### src/rtl/muxinv_cfg_onehot_if.sv
// Configuration-chain and datapath bundle for muxinv_cfg_onehot.
// master = configuration/data driver, slave = the mux cell.
interface muxinv_cfg_onehot_if #(
    parameter int N_IN = 4
);
    logic            ccff_head;
    logic            cfg_shift;
    logic            cfg_load;
    logic [N_IN-1:0] in;
    logic            out;
    logic            ccff_tail;
    logic [N_IN-1:0] sel_active;
    logic            sel_err;
    logic            load_done;

    modport master (
        output ccff_head,
        output cfg_shift,
        output cfg_load,
        output in,
        input  out,
        input  ccff_tail,
        input  sel_active,
        input  sel_err,
        input  load_done
    );

    modport slave (
        input  ccff_head,
        input  cfg_shift,
        input  cfg_load,
        input  in,
        output out,
        output ccff_tail,
        output sel_active,
        output sel_err,
        output load_done
    );
endinterface

### src/rtl/muxinv_cfg_onehot.sv
// N-input inverting mux with shadow/active one-hot config registers.
// Define MUXINV_CFG_ONEHOT_CHECK_EN to enable the illegal-select checker.
module muxinv_cfg_onehot #(
    parameter int N_IN        = 4,
    parameter int DEFAULT_SEL = 0
) (
    input logic                 prog_clk,
    input logic                 pReset,
    muxinv_cfg_onehot_if.slave  bus
);

    localparam logic [N_IN-1:0] RST_SEL =
        {{(N_IN-1){1'b0}}, 1'b1} << DEFAULT_SEL;

    if (N_IN < 2 || N_IN > 16) begin : g_bad_n
        $error("N_IN must be 2..16");
    end
    if (DEFAULT_SEL < 0 || DEFAULT_SEL >= N_IN) begin : g_bad_sel
        $error("DEFAULT_SEL out of range");
    end

    logic [N_IN-1:0] shadow_q;
    logic [N_IN-1:0] active_q;
    logic            load_done_q;
    logic            pick;

    // Commit reads the pre-shift shadow, so shift and load can coincide.
    always_ff @(posedge prog_clk) begin
        if (pReset) begin
            shadow_q    <= '0;
            active_q    <= RST_SEL;
            load_done_q <= 1'b0;
        end else begin
            if (bus.cfg_shift) begin
                shadow_q <= {shadow_q[N_IN-2:0], bus.ccff_head};
            end
            if (bus.cfg_load) begin
                active_q <= shadow_q;
            end
            load_done_q <= bus.cfg_load;
        end
    end

    // Lowest set index wins; zero-hot leaves pick at 0.
    always_comb begin
        pick = 1'b0;
        for (int i = N_IN - 1; i >= 0; i--) begin
            if (active_q[i]) begin
                pick = ~bus.in[i];
            end
        end
    end

`ifdef MUXINV_CFG_ONEHOT_CHECK_EN
    logic sel_err_q;
    logic shadow_bad;

    always_comb begin
        int cnt;
        cnt = 0;
        for (int i = 0; i < N_IN; i++) begin
            cnt += int'(shadow_q[i]);
        end
        shadow_bad = (cnt != 1);
    end

    always_ff @(posedge prog_clk) begin
        if (pReset) begin
            sel_err_q <= 1'b0;
        end else if (bus.cfg_load) begin
            sel_err_q <= shadow_bad;
        end
    end

    assign bus.out     = sel_err_q ? 1'b0 : pick;
    assign bus.sel_err = sel_err_q;
`else
    assign bus.out     = pick;
    assign bus.sel_err = 1'b0;
`endif

    assign bus.ccff_tail  = shadow_q[N_IN-1];
    assign bus.sel_active = active_q;
    assign bus.load_done  = load_done_q;

endmodule

### src/flat_wrapper.sv
// flat-port wrapper written by rule: the top's interface ports become plain ports
module muxinv_cfg_onehot_flat 
#(
    parameter int N_IN        = 4,
    parameter int DEFAULT_SEL = 0
)
  (prog_clk, pReset, bus_ccff_head, bus_cfg_shift, bus_cfg_load, bus_in, bus_out, bus_ccff_tail, bus_sel_active, bus_sel_err, bus_load_done);
  muxinv_cfg_onehot_if #(.N_IN(N_IN)) bus_i ();
  input logic prog_clk;
  input logic pReset;
  input wire logic [$bits(bus_i.ccff_head)-1:0] bus_ccff_head;
  input wire logic [$bits(bus_i.cfg_shift)-1:0] bus_cfg_shift;
  input wire logic [$bits(bus_i.cfg_load)-1:0] bus_cfg_load;
  input wire logic [$bits(bus_i.in)-1:0] bus_in;
  output wire logic [$bits(bus_i.out)-1:0] bus_out;
  output wire logic [$bits(bus_i.ccff_tail)-1:0] bus_ccff_tail;
  output wire logic [$bits(bus_i.sel_active)-1:0] bus_sel_active;
  output wire logic [$bits(bus_i.sel_err)-1:0] bus_sel_err;
  output wire logic [$bits(bus_i.load_done)-1:0] bus_load_done;
  assign bus_i.ccff_head = bus_ccff_head;
  assign bus_i.cfg_shift = bus_cfg_shift;
  assign bus_i.cfg_load = bus_cfg_load;
  assign bus_i.in = bus_in;
  assign bus_out = bus_i.out;
  assign bus_ccff_tail = bus_i.ccff_tail;
  assign bus_sel_active = bus_i.sel_active;
  assign bus_sel_err = bus_i.sel_err;
  assign bus_load_done = bus_i.load_done;
  muxinv_cfg_onehot #(.N_IN(N_IN), .DEFAULT_SEL(DEFAULT_SEL)) u_core (.prog_clk(prog_clk), .pReset(pReset), .bus(bus_i));
endmodule
### config.mk
export PLATFORM = sky130hd
export DESIGN_NAME = muxinv_cfg_onehot_flat
export DESIGN_NICKNAME = d
export VERILOG_FILES = /design/src/rtl/muxinv_cfg_onehot_if.sv /design/src/rtl/muxinv_cfg_onehot.sv /design/src/flat_wrapper.sv
export SDC_FILE = /design/constraint.sdc
export NUM_CORES = 1
export LEC_CHECK = 0
export CAP_MARGIN = 30
export CORE_AREA = 2 2 39 41
export CTS_CLUSTER_SIZE = 30
export DETAILED_ROUTE_END_ITERATION = 8
export DIE_AREA = 0 0 41 43
export PLACE_DENSITY = 0.57
export REMOVE_ABC_BUFFERS = 1
export SLEW_MARGIN = 20
export SYNTH_ARGS = -nofsm -noshare
export SYNTH_HDL_FRONTEND = slang
export SYNTH_SLANG_ARGS = --single-unit
### constraint.sdc
create_clock -name prog_clk -period 3.3 [get_ports prog_clk]
set_input_delay 0.99 -clock prog_clk [delete_from_list [all_inputs] [get_ports prog_clk]]
set_output_delay 0.99 -clock prog_clk [all_outputs]
set_load 0.01 [all_outputs]
Yosys cells after proc, flatten, opt, wreduce, memory -nomap -nowiden
Index checks and enable logic that the tools add are counted.

word-level totals
  RAM bits = 0
  register bits = 9
  memories kept = 0
  memory bits (read-only) = 0
  bits in latches = 0

cells by class
  reduce and logical (&&, ||, !) cells = 0
  eq/ne operators = 0
  shift-type cells = 0
  multipliers = 0
  $add $sub $neg = 0
  order comparisons = 0
  div/mod/pow operators = 0
  mux-type cells = 4
  bitwise operators = 4

operators with widths
  operator   number
  $mux 1     4
  $not 1->1  4

Depth between registers and ports, before layout
  word-level depth = 5
  mapped depth = 3
  gate-level depth less buffers = 3

Worst setup path after synthesis
No wires, ideal clock.

  kind = input to output
  from = input port bus_in[3]
  to = output port bus_out
  arrival = 1.586 ns
  path slack = 0.724 ns
  stages = 3
  path through = nor3b_1 -> a2111oi_1 -> a211oi_1

on the way
  word-level cells in the longest chain between the ends = 5

ends and longest elaborated chain
  element              RTL line                 text
  from (decl)          flat_wrapper.sv:14       input wire logic [$bits(bus_i.in)-1:0] bus_in;
  $not 1->1            muxinv_cfg_onehot.sv:49  pick = ~bus.in[i];
  $mux 1 (4 in a row)  muxinv_cfg_onehot.sv:48  if (active_q[i]) begin
  to (decl)            flat_wrapper.sv:15       output wire logic [$bits(bus_i.out)-1:0] bus_out;

Every way passes these cells.

Final worst setup path
  from = input port bus_in[2]
  to = output port bus_out

on the way
  word-level cells in the longest chain between the ends = 4

ends and longest elaborated chain
  element              RTL line
  $not 1->1            muxinv_cfg_onehot.sv:49
  $mux 1 (3 in a row)  muxinv_cfg_onehot.sv:48

Every way passes these cells.

==> qor.yml <==
status: "complete, no violations"
synth-seq-cells: 9
core_um2: 1380
fin_crit_ps: 3170
drive_gt1_frac: 0.0962
io_pins: 17
n_fill_cell: 152
ctsHtreeMaxLevel: 1
area_growth_syn_to_layout_pct: 51.2
drtPass1Iterations: 2
overflow: 0
rsz0062_at_grt: "false"
ir_drop_mv: 0.145
ys_warn_count: 0
regArea_um2: 180
p_sw_mw: 0.0487
powerDensity_nw_per_um2: 416
initialDrtViolationCount: 3
min_path_type: "flip-flop to flip-flop"
max_stage_delay_ps: 450
cts.sinks: 9
synth_cells: 37
worstPathArrival_ps: 2180
finalMaxSlewViolations: 0
dp_hpwl_um: 533
portBuffers: 15
crit_path_max_fanout: 1
initial_core_util: 0.259
die_w_um: 41
p_int_mw: 0.177
synth.avg_cell_area_um2: 9.71
p_leak_nw: 0.224
pre_cts_ws_ps: -169
synth.distinct_cells: 15
clk_pin_slew_ps: 60
antennaDiodeCount: 0
grt_max_degree: 10
die_area_um2: 1760
start_kind: "primary input"
synth_seq_area_share: 0.502
combPwrFrac: 0.128
grt_pass1_wl_um: 1060
dp.cells: 64
path_cells: "clkdlybuf4s50_1 > inv_1 > a2111oi_2 > a211oi_1 > dlygate4sd2_1"
numCtsBuffers: 3
max-cap-violations: 0
drc_errors: 0
clock_latency_ps: 250
clock.fmax_mhz: 315
slowest_stage: "clkdlybuf4s50_1"
grt_usage: 0.0906
clockBufferDepth: 2
num_rows: 14
critical_path_buf_inv_count: 3
wl_um: 690
netlist_area_um2: 359
instances_no_fill: 68
endpoint_kind: "primary output"
required_ps: 2310
tritoncts: "done"
seq_power_share: 0.509
die_height_um: 43
pwr-share-clk: 0.363
gp_congestion: 0.598
first_global_vias: 271
path_delay_family: "buffers and inverters"
setup_viol: 0
multi_input_area_um2: 164
via_count: 282
finalCritPeriodShare: 0.962
cts.hold.buffers_added: 0
path_class: "primary input to primary output"
finalHoldViolCount: 0
clock_skew_ps: 1.99
nets: 62
wl_per_cell_um: 10.1
ant_nets: 0
cts_root_buf: "clkbuf_4"
postLayoutSetupSlackWorst_ps: 126
via_per_inst: 4.15
antenna_found_initial: 0
sw_frac_of_total: 0.216
kinds of logic after synthesis:
family	count (synthesis)	synth area share
simple gates	12	0.150
compound gates	3	0.0732
other cells	1	0.0104
mux	7	0.195
flops	9	0.502
buf+inv	5	0.0696
power by group through the flow:
stage	Clock, mW	Combinational, mW	Sequential [mW]
2_1_floorplan	0	0.00845	0.118
3_3_place_gp	0	0.0293	0.117
3_5_place_dp	0	0.0293	0.117
4_1_cts	0.0859	0.0285	0.115
5_1_grt	0.0918	0.0318	0.115
6_report	0.0820	0.0289	0.115
cell type report:
type / instances / area share
clock buffers: 4 / 0.0484
repair buffers: 15 / 0.274
inverters: 1 / 0.00691
multi-input cells: 23 / 0.302
flip-flops and latches: 9 / 0.332
well taps: 16 / 0.0369
cell usage after synthesis:
master / instances / area share
a2111oi_1: 1 / 0.028
a211o_1: 1 / 0.024
a211oi_1: 1 / 0.021
buf_2: 1 / 0.014
buf_4: 1 / 0.021
clkbuf_1: 1 / 0.010
clkbuf_2: 1 / 0.014
conb_1: 1 / 0.010
dfxtp_1: 9 / 0.50
inv_1: 1 / 0.010
mux2i_1: 7 / 0.20
nand2_1: 1 / 0.010
nor2_1: 8 / 0.084
nor2b_1: 2 / 0.035
nor3b_1: 1 / 0.021
per-layer routing:
metal	part of all wire	routed length (µm)	global-route usage	up-vias
li1	-	-	-	148
met1	0.42	289	0.0942	120
met5	0	0	0	-
met2	0.43	295	0.138	14
met4	0	0	0.0600	0
met3	0.15	106	0.0419	0
repair_timing:
action,in CTS,in global routing
pin swaps,0,1
endpoints found under the setup margin,1,1
endpoints found under the hold margin,0,0
gates resized for setup,1,2
setup buffers,0,0
cell usage in the layout (no fill, tap or decap):
master            n
nand2_1           1
nor2b_1           2
a211oi_1          1
clkbuf_1          1
nor2_1            8
clkbuf_4          3
nor3b_2           1
dfxtp_1           9
inv_1             1
mux2i_1           7
conb_1            1
clkdlybuf4s50_1  14
a211o_1           1
a2111oi_2         1
dlygate4sd2_1     1
sequential cells by signal, indices dropped and copies added, names as in the netlist:
register	count
u_core.shadow_q	4
u_core.bus.sel_active	4
u_core.bus.load_done	1
stage by stage:
step,utilization,power [mW],TNS [ps],instance area (µm²),hold WS [ps]
4_1_cts,0.385,0.229,0,533,508
2_1_floorplan,-,0.126,0,338,460
6_report,0.392,0.226,0,543,501
5_1_grt,0.392,0.239,0,543,526
3_3_place_gp,0.367,0.146,-160,508,488
3_5_place_dp,0.367,0.146,-169,508,494
worst paths after layout:
check	startpoint	end	slack, ps	depth (start not counted)
hold reg to reg	u_core.shadow_q[0]$_SDFFE_PP0P_	u_core.bus.sel_active[0]$_SDFFE_PP1P_	500	1
hold / removal	u_core.shadow_q[0]$_SDFFE_PP0P_	u_core.bus.sel_active[0]$_SDFFE_PP1P_	500	1
setup / recovery	bus_in[2]	bus_out	130	5
setup reg to reg	u_core.bus.sel_active[0]$_SDFFE_PP1P_	u_core.bus.sel_active[0]$_SDFFE_PP1P_	2490	2
Note: power is estimated with default switching activity, not from simulation.
